<file path="src/rtl/ysyx_25060170_exu_pkg.sv">
// Shared encodings for the execute stage: ALU ops, RV32M funct3, operand selects, mul/div FSM states.
// Latency: none (declarations only).
// Backpressure: none.
package ysyx_25060170_exu_pkg;

  typedef enum logic [1:0] {
    MD_IDLE = 2'd0,
    MD_CALC = 2'd1,
    MD_DONE = 2'd2
  } md_state_e;

  localparam logic [3:0] ALU_ADD  = 4'd0;
  localparam logic [3:0] ALU_SUB  = 4'd1;
  localparam logic [3:0] ALU_SLL  = 4'd2;
  localparam logic [3:0] ALU_SLT  = 4'd3;
  localparam logic [3:0] ALU_SLTU = 4'd4;
  localparam logic [3:0] ALU_XOR  = 4'd5;
  localparam logic [3:0] ALU_SRL  = 4'd6;
  localparam logic [3:0] ALU_SRA  = 4'd7;
  localparam logic [3:0] ALU_OR   = 4'd8;
  localparam logic [3:0] ALU_AND  = 4'd9;

  localparam logic [2:0] M_MUL    = 3'd0;
  localparam logic [2:0] M_MULH   = 3'd1;
  localparam logic [2:0] M_MULHSU = 3'd2;
  localparam logic [2:0] M_MULHU  = 3'd3;
  localparam logic [2:0] M_DIV    = 3'd4;
  localparam logic [2:0] M_DIVU   = 3'd5;
  localparam logic [2:0] M_REM    = 3'd6;
  localparam logic [2:0] M_REMU   = 3'd7;

  localparam logic [1:0] SEL_A_OP1  = 2'd0;
  localparam logic [1:0] SEL_A_PC   = 2'd1;
  localparam logic [2:0] SEL_B_OP2  = 3'd0;
  localparam logic [2:0] SEL_B_IMM  = 3'd1;
  localparam logic [2:0] SEL_B_FOUR = 3'd2;

  // Operand A is signed for MULH, MULHSU, DIV, REM
  function automatic logic signed_a(input logic [2:0] f3);
    return f3[2] ? ~f3[0] : (f3[1] ^ f3[0]);
  endfunction

  // Operand B is signed for MULH, DIV, REM
  function automatic logic signed_b(input logic [2:0] f3);
    return f3[2] ? ~f3[0] : (f3 == M_MULH);
  endfunction

endpackage

</file>
<file path="src/rtl/ysyx_25060170_exu_muldiv.sv">
// Iterative RV32M unit: shift-add multiplier and restoring divider on magnitudes, one bit per cycle.
// Latency: 34 cycles from start (issue, 32 CALC steps, 1 DONE cycle).
// Backpressure: busy_o holds the issuer from issue through the last CALC cycle; flush_i aborts to IDLE.
module ysyx_25060170_muldiv
  import ysyx_25060170_exu_pkg::*;
#(
  parameter int XLEN = 32
) (
  input  logic            clk,
  input  logic            rst,
  input  logic            start_i,
  input  logic            flush_i,
  input  logic [2:0]      op_i,
  input  logic [XLEN-1:0] a_i,
  input  logic [XLEN-1:0] b_i,
  output logic            idle_o,
  output logic            busy_o,
  output logic            done_o,
  output logic [XLEN-1:0] result_o
);

  md_state_e       state_q, state_d;
  logic [4:0]      cnt_q, cnt_d;
  logic [XLEN-1:0] hi_q, hi_d, lo_q, lo_d, dvs_q, dvs_d;
  logic [2:0]      op_q, op_d;
  logic            neg_q, neg_d, neg_r_q, neg_r_d;

  logic            sgn_a, sgn_b;
  logic [XLEN-1:0] mag_a, mag_b, quo, rem;
  logic [XLEN:0]   sum, shifted;
  logic [2*XLEN-1:0] prod;

  // Signs and magnitudes of the incoming operands, captured at issue
  always_comb begin
    sgn_a = a_i[XLEN-1] & signed_a(op_i);
    sgn_b = b_i[XLEN-1] & signed_b(op_i);
    mag_a = sgn_a ? -a_i : a_i;
    mag_b = sgn_b ? -b_i : b_i;
  end

  // Per-step datapath and sign-corrected final result from the accumulators
  always_comb begin
    sum      = {1'b0, hi_q} + (lo_q[0] ? {1'b0, dvs_q} : {(XLEN+1){1'b0}});
    shifted  = {hi_q, lo_q[XLEN-1]};
    prod     = {hi_q, lo_q};
    if (neg_q) prod = -prod;
    quo      = neg_q ? -lo_q : lo_q;
    rem      = neg_r_q ? -hi_q : hi_q;
    result_o = '0;
    if (op_q[2]) result_o = op_q[1] ? rem : quo;
    else         result_o = (op_q == M_MUL) ? prod[XLEN-1:0] : prod[2*XLEN-1:XLEN];
  end

  // FSM next state, iteration update and status outputs
  always_comb begin
    state_d = state_q;
    cnt_d   = cnt_q;
    hi_d    = hi_q;
    lo_d    = lo_q;
    dvs_d   = dvs_q;
    op_d    = op_q;
    neg_d   = neg_q;
    neg_r_d = neg_r_q;
    idle_o  = (state_q == MD_IDLE);
    busy_o  = ((state_q == MD_IDLE) && start_i) || (state_q == MD_CALC);
    done_o  = (state_q == MD_DONE);
    if (flush_i) begin
      state_d = MD_IDLE;
      cnt_d   = '0;
    end else begin
      case (state_q)
        MD_IDLE: begin
          if (start_i) begin
            state_d = MD_CALC;
            cnt_d   = '0;
            hi_d    = '0;
            op_d    = op_i;
            neg_d   = sgn_a ^ sgn_b;
            neg_r_d = sgn_a;
            // Divider shifts the dividend out of lo; multiplier consumes the multiplier from lo
            if (op_i[2]) begin
              lo_d  = mag_a;
              dvs_d = mag_b;
            end else begin
              lo_d  = mag_b;
              dvs_d = mag_a;
            end
          end
        end
        MD_CALC: begin
          cnt_d = cnt_q + 5'd1;
          if (op_q[2]) begin
            if (shifted >= {1'b0, dvs_q}) begin
              hi_d = shifted[XLEN-1:0] - dvs_q;
              lo_d = {lo_q[XLEN-2:0], 1'b1};
            end else begin
              hi_d = shifted[XLEN-1:0];
              lo_d = {lo_q[XLEN-2:0], 1'b0};
            end
          end else begin
            hi_d = sum[XLEN:1];
            lo_d = {sum[0], lo_q[XLEN-1:1]};
          end
          if (cnt_q == 5'd31) state_d = MD_DONE;
        end
        MD_DONE: state_d = MD_IDLE;
        default: state_d = MD_IDLE;
      endcase
    end
  end

  // State and accumulator registers
  always_ff @(posedge clk) begin
    if (rst) begin
      state_q <= MD_IDLE;
      cnt_q   <= '0;
      hi_q    <= '0;
      lo_q    <= '0;
      dvs_q   <= '0;
      op_q    <= '0;
      neg_q   <= 1'b0;
      neg_r_q <= 1'b0;
    end else begin
      state_q <= state_d;
      cnt_q   <= cnt_d;
      hi_q    <= hi_d;
      lo_q    <= lo_d;
      dvs_q   <= dvs_d;
      op_q    <= op_d;
      neg_q   <= neg_d;
      neg_r_q <= neg_r_d;
    end
  end

endmodule

</file>
<file path="src/rtl/ysyx_25060170_exu.sv">
// Execute stage: operand muxes, single-cycle RV32I ALU, divide corner cases, iterative RV32M unit.
// Latency: ALU and divide corner cases 0 cycles; other M-ops 34 cycles including issue.
// Backpressure: ex_ready (combinational) stalls the ID/EX register while an M-op is issuing or iterating.
module ysyx_25060170_exu
  import ysyx_25060170_exu_pkg::*;
#(
  parameter int XLEN = 32
) (
  input  logic            clk,
  input  logic            rst,
  input  logic [XLEN-1:0] ex_pc,
  input  logic [XLEN-1:0] ex_op1,
  input  logic [XLEN-1:0] ex_op2,
  input  logic [1:0]      ex_op1_sel,
  input  logic [2:0]      ex_op2_sel,
  input  logic [XLEN-1:0] ex_imm,
  input  logic [7:0]      ex_alusrc,
  input  logic            ex_rd_ena,
  input  logic [4:0]      ex_rd_addr,
  input  logic            ex_flush,
  output logic            ex_ready,
  output logic            exu_valid,
  output logic [XLEN-1:0] exu_result,
  output logic [XLEN-1:0] exu_store_data,
  output logic            exu_rd_ena,
  output logic [4:0]      exu_rd_addr
);

  logic [XLEN-1:0] src_a, src_b, alu_res, special_res, md_result;
  logic [2:0]      f3;
  logic            is_m, div_zero, div_ovf, is_special;
  logic            md_start, md_idle, md_busy, md_done;
  logic            unused_alusrc;

  assign is_m          = ex_alusrc[7];
  assign f3            = ex_alusrc[2:0];
  assign unused_alusrc = ^ex_alusrc[6:4];

  // Operand source selection
  always_comb begin
    src_a = '0;
    src_b = '0;
    case (ex_op1_sel)
      SEL_A_OP1: src_a = ex_op1;
      SEL_A_PC:  src_a = ex_pc;
      default:   src_a = '0;
    endcase
    case (ex_op2_sel)
      SEL_B_OP2:  src_b = ex_op2;
      SEL_B_IMM:  src_b = ex_imm;
      SEL_B_FOUR: src_b = XLEN'(4);
      default:    src_b = '0;
    endcase
  end

  // Single-cycle ALU; unused op codes yield zero
  always_comb begin
    alu_res = '0;
    case (ex_alusrc[3:0])
      ALU_ADD:  alu_res = src_a + src_b;
      ALU_SUB:  alu_res = src_a - src_b;
      ALU_SLL:  alu_res = src_a << src_b[4:0];
      ALU_SLT:  alu_res = {{(XLEN-1){1'b0}}, $signed(src_a) < $signed(src_b)};
      ALU_SLTU: alu_res = {{(XLEN-1){1'b0}}, src_a < src_b};
      ALU_XOR:  alu_res = src_a ^ src_b;
      ALU_SRL:  alu_res = src_a >> src_b[4:0];
      ALU_SRA:  alu_res = $signed(src_a) >>> src_b[4:0];
      ALU_OR:   alu_res = src_a | src_b;
      ALU_AND:  alu_res = src_a & src_b;
      default:  alu_res = '0;
    endcase
  end

  // Divide-by-zero and signed overflow are answered directly, never entering the iterative unit
  always_comb begin
    div_zero    = f3[2] & (src_b == '0);
    div_ovf     = f3[2] & ~f3[0] & (src_a == {1'b1, {(XLEN-1){1'b0}}}) & (&src_b);
    is_special  = is_m & (div_zero | div_ovf);
    special_res = '0;
    if (div_zero)     special_res = f3[1] ? src_a : '1;
    else if (div_ovf) special_res = f3[1] ? '0 : src_a;
  end

  assign md_start = is_m & ~is_special & ~ex_flush;

  ysyx_25060170_muldiv #(.XLEN(XLEN)) u_muldiv (
    .clk      (clk),
    .rst      (rst),
    .start_i  (md_start),
    .flush_i  (ex_flush),
    .op_i     (f3),
    .a_i      (src_a),
    .b_i      (src_b),
    .idle_o   (md_idle),
    .busy_o   (md_busy),
    .done_o   (md_done),
    .result_o (md_result)
  );

  assign ex_ready       = md_busy & ~ex_flush;
  assign exu_valid      = ~ex_flush & ((md_idle & (~is_m | is_special)) | md_done);
  assign exu_result     = md_done ? md_result : (is_m ? special_res : alu_res);
  assign exu_store_data = ex_op2;
  assign exu_rd_ena     = ex_rd_ena & exu_valid;
  assign exu_rd_addr    = ex_rd_addr;

endmodule

</file>
<file path="config.mk">
export PLATFORM = sky130hd
export DESIGN_NAME = ysyx_25060170_exu
export DESIGN_NICKNAME = d
export VERILOG_FILES = /design/src/rtl/ysyx_25060170_exu_pkg.sv /design/src/rtl/ysyx_25060170_exu_muldiv.sv /design/src/rtl/ysyx_25060170_exu.sv
export SDC_FILE = /design/constraint.sdc
export NUM_CORES = 1
export LEC_CHECK = 0
export BUFFER_PORTS_ARGS = -buffer_cell sky130_fd_sc_hd__buf_4
export CAP_MARGIN = 20
export CORE_UTILIZATION = 40
export CTS_BUF_LIST = sky130_fd_sc_hd__clkbuf_4 sky130_fd_sc_hd__clkbuf_8
export DETAILED_ROUTE_END_ITERATION = 8
export PLACE_DENSITY = 0.57
export SLEW_MARGIN = 20
export SYNTH_ARGS = -nofsm -noshare
export SYNTH_HDL_FRONTEND = slang
export SYNTH_SLANG_ARGS = --single-unit
</file>
<file path="constraint.sdc">
create_clock -name clk -period 18.18 [get_ports clk]
set_clock_uncertainty 0.15 [all_clocks]
set_input_delay 3.636 -clock clk [delete_from_list [all_inputs] [get_ports clk]]
set_output_delay 3.636 -clock clk [all_outputs]
set_load 0.02 [all_outputs]
</file>
==> impl_results.md <==
* Outcome: finished clean
* Post-Syn Area at 23,200 um2
* Int Pwr at 540 uW
* Ys async rst share at 0
* Logic pwr share at 0.618
* GPL Wtd Cong at 1.04
* Post-synth EDFFs at 0
* Setup slack, reg-to-reg at 13.69 ns
* R2r endpoint: u_muldiv.hi_q[31]
* Port-buffer cells at 208
* CP startpoint: ex_op2_sel[0]
* Post-Synth XOR/XNOR Area at 0.0794
* Routed Antenna Nets at 0
* R2R depth at 14
* Pwr dens at 44.5 nW/um2
* Hold Vio Cnt, Final at 0
* CTS tree: built
* Period minus WS final at 13.82 ns
* Area Growth Syn to Fin at 9.47%
* Ratio of cells with drive above 1 in the final layout at 0.113
* Critical Path End: exu_result[19]
* Fmax at 0.0723 GHz
* Global-route wire length before repair at 179 mm
* Largest net degree at the start of global routing at 99
* Initial antenna violation count at 2
* Crit share post-route at 0.760
* Net Sw Frac at 0.521
* Flop pwr share at 0.233
* # resized after CTS at 0
* Worst setup SP type: primary input
* # setup viols final at 0
* Max incr delay on CP at 1.05 ns
* CTS Hold Bufs at 0
* Synth area leader: mux2i_1
* Hold Path Class: register to register
* CTS root buffer: clkbuf_8
* Final TNS setup at 0 ns
* Sw Pwr at 587 uW
* Top cell type's share of synthesized area at 0.0994
* Largest family of logic cells by synthesized area: compound AO/OA/AOI/OAI gates
* Drt via density at 6.61
* Synth Net Count at 3,768
* Worst skew pair latency at 0.44 ns
* DRT Wirelength at 124 mm
* Mapped Avg Cell Area at 6.74 um2
* DP Wirelength at 97.1 mm
* WP buf/inv at 3
* Predominant post-synthesis flop cell: dfxtp_1
* DRC viols at 0
* Clock share of power at 0.149
* YS warnings at 0
* Clock sink count at 108
* Drt first pass iters at 9
* Avg WL per Cell at 29.3 um
* Post-Synthesis Cells at 3,439
* Yosys reg bits at 108
* Nets at 3,776
* Power, Total at 1.13 mW
* Crit-path leading delay family: compound AO/OA/AOI/OAI gates
* Register area share after synthesis at 0.0933
* Die area at 58,900 um2
* Die W at 243 um
* Total congestion overflow at 0
* Vias in the first global route at 26,300
* Iter 0 DRT Violations at 3,051
* WP data arrival at 10.04 ns
* RSZ-0062 raised after global routing: no
* Leakage at 10.7 nW
* Initial core utilization at 0.408
* Utilization of the core after routing at 0.446
* Post-synth top cells: nor2_1, nand2_1, o21ai_0
* TritonCTS buffer count at 9
* Critical-path cell list: buf_4 > mux2i_1 > nor2_1 > inv_1 > ha_1 > or4_1 > o21ai_0 > o211ai_1 > a21boi_0 > o21ai_0 > o21ai_0 > mux2i_1 > a2111oi_0 > o221ai_1 > buf_4
* I/O pin count at 222
* Core footprint at 56,800 um2
* Via count at 27,900
* Kind of critical path: primary input to output pin
* Post-Synth Simple-Gate Area at 0.209
* Critical Path Most Common Cell: o21ai_0
* Max-slew violation count at 0
* Ranking of synthesized cells by area: mux2i_1, ha_1, dfxtp_1
* H-tree levels at 3
* Mux cell area share after synthesis at 0.108
* Adder-cell share of the synthesized area at 0.0980
* Top-count cell post-synth: nor2_1
* R2r startpoint: u_muldiv.lo_q[0]
* VDD IR max at 0.0523 mV
* Die Y at 243 um
* Logic depth of the worst path, buffers included at 15
* Worst Max-Slew Pin Slew at 1.31 ns
* Yosys cell types at 86
* Worst-path maximum fanout at 35
* Post-CTS setup buffer count at 0
* CP endpoint kind: output pin
* Slowest CP cell: a2111oi_0
* Site Rows at 87
* Synth Area in Compound Gates at 0.330
* Worst Path Required at 14.39 ns
* Max cap viols at 0
* Total Routing Usage GR at 0.404
* Worst slew margin at 0.116
* CTS Buffer Depth at 2
* Clk slew on worst S/H paths at 0.13 ns
layout by cell type, fill, tap and decap left out, drive strengths merged, types with 31 or more instances in the layout:
cell type,n
mux2i,230
nand3,60
nand2,312
o211ai,85
a21o,42
inv,159
a221oi,31
nor2,405
o31ai,38
xor2,73
o21ai,272
a31oi,54
o22ai,65
buf,298
o221ai,39
xnor2,137
nor3,72
dfxtp,108
a211oi,60
a21oi,267
ha,175
flip-flops by register name, summed over array words and instances (netlist names):
signal	count
u_muldiv.dvs_q	32
u_muldiv.hi_q	32
u_muldiv.lo_q	32
u_muldiv.cnt_q	5
u_muldiv.op_q	3
u_muldiv.state_q	2
u_muldiv.neg_q	1
u_muldiv.neg_r_q	1
worst min path at each step:
stage / from / to / slack (ns) / depth (start not counted)
3_5_place_dp: u_muldiv.dvs_q[15] / u_muldiv.dvs_q[15] / 0.30 / 2
5_1_grt: u_muldiv.dvs_q[27] / u_muldiv.dvs_q[27] / 0.33 / 2
6_report: u_muldiv.dvs_q[28] / u_muldiv.dvs_q[28] / 0.31 / 2
3_3_place_gp: u_muldiv.dvs_q[22] / u_muldiv.dvs_q[22] / 0.29 / 2
4_1_cts: u_muldiv.dvs_q[15] / u_muldiv.dvs_q[15] / 0.31 / 2
2_1_floorplan: u_muldiv.dvs_q[15] / u_muldiv.dvs_q[15] / 0.28 / 2
layer usage:
layer / share of wire / wire (um) / track usage
met5: 0 / 0 / 0
met4: 0.074 / 9090 / 0.261
met1: 0.39 / 48400 / 0.494
met2: 0.45 / 55400 / 0.652
met3: 0.086 / 10600 / 0.0712
cells by family (layout without fill, tap and decap cells):
kind of cell | Yosys count | in the layout
compound gates | 1171 | 1171
simple gates | 1071 | 1071
mux | 245 | 245
other cells | 0 | 4
buf+inv | 455 | 468
fa+ha+maj | 179 | 179
flops | 108 | 108
xor+xnor | 210 | 210
cell type report:
cell class	count	area (um2)
Tap cell	756	946
Antenna cell	4	10.0
Clock inverter	7	86.3
Sequential cell	108	2170
Inverter	154	578
Timing Repair Buffer	298	2240
Multi-Input combinational cell	2876	19200
Fill cell	6091	31500
Clock buffer	9	124
worst register-to-register path, cell delays in order, from the launching register on:
cell	delay, ns
dfxtp_1	0.39
inv_2	0.50
nor2_1	0.18
fa_1	0.51
a211oi_1	0.31
o21ai_0	0.22
a21oi_1	0.19
buf_4	0.17
nor3_1	0.06
nand4bb_1	0.35
a21oi_1	0.32
o21a_1	0.23
o21ai_0	0.17
a2111oi_0	0.48
o21ai_0	0.15
power groups by stage:
stage	clock [mW]	sequential, mW	combinational [mW]
finish	0.168	0.262	0.698
global route	0.178	0.264	0.735
CTS	0.170	0.262	0.675
detailed placement	0	0.267	0.672
global placement	0	0.267	0.670
floorplan	0	0.258	0.440
through the flow:
step	worst slack [ns]	std cells	hold WS, ns	cell area [um2]
after floorplan	6.15	3439	0.282	23200
after global placement	4.72	4192	0.293	25100
after detailed placement	4.74	4192	0.296	25100
after CTS	4.70	4208	0.313	25300
after global routing	4.38	4209	0.334	25400
final	4.36	4212	0.312	25400
(Power assumes the default switching activity.)
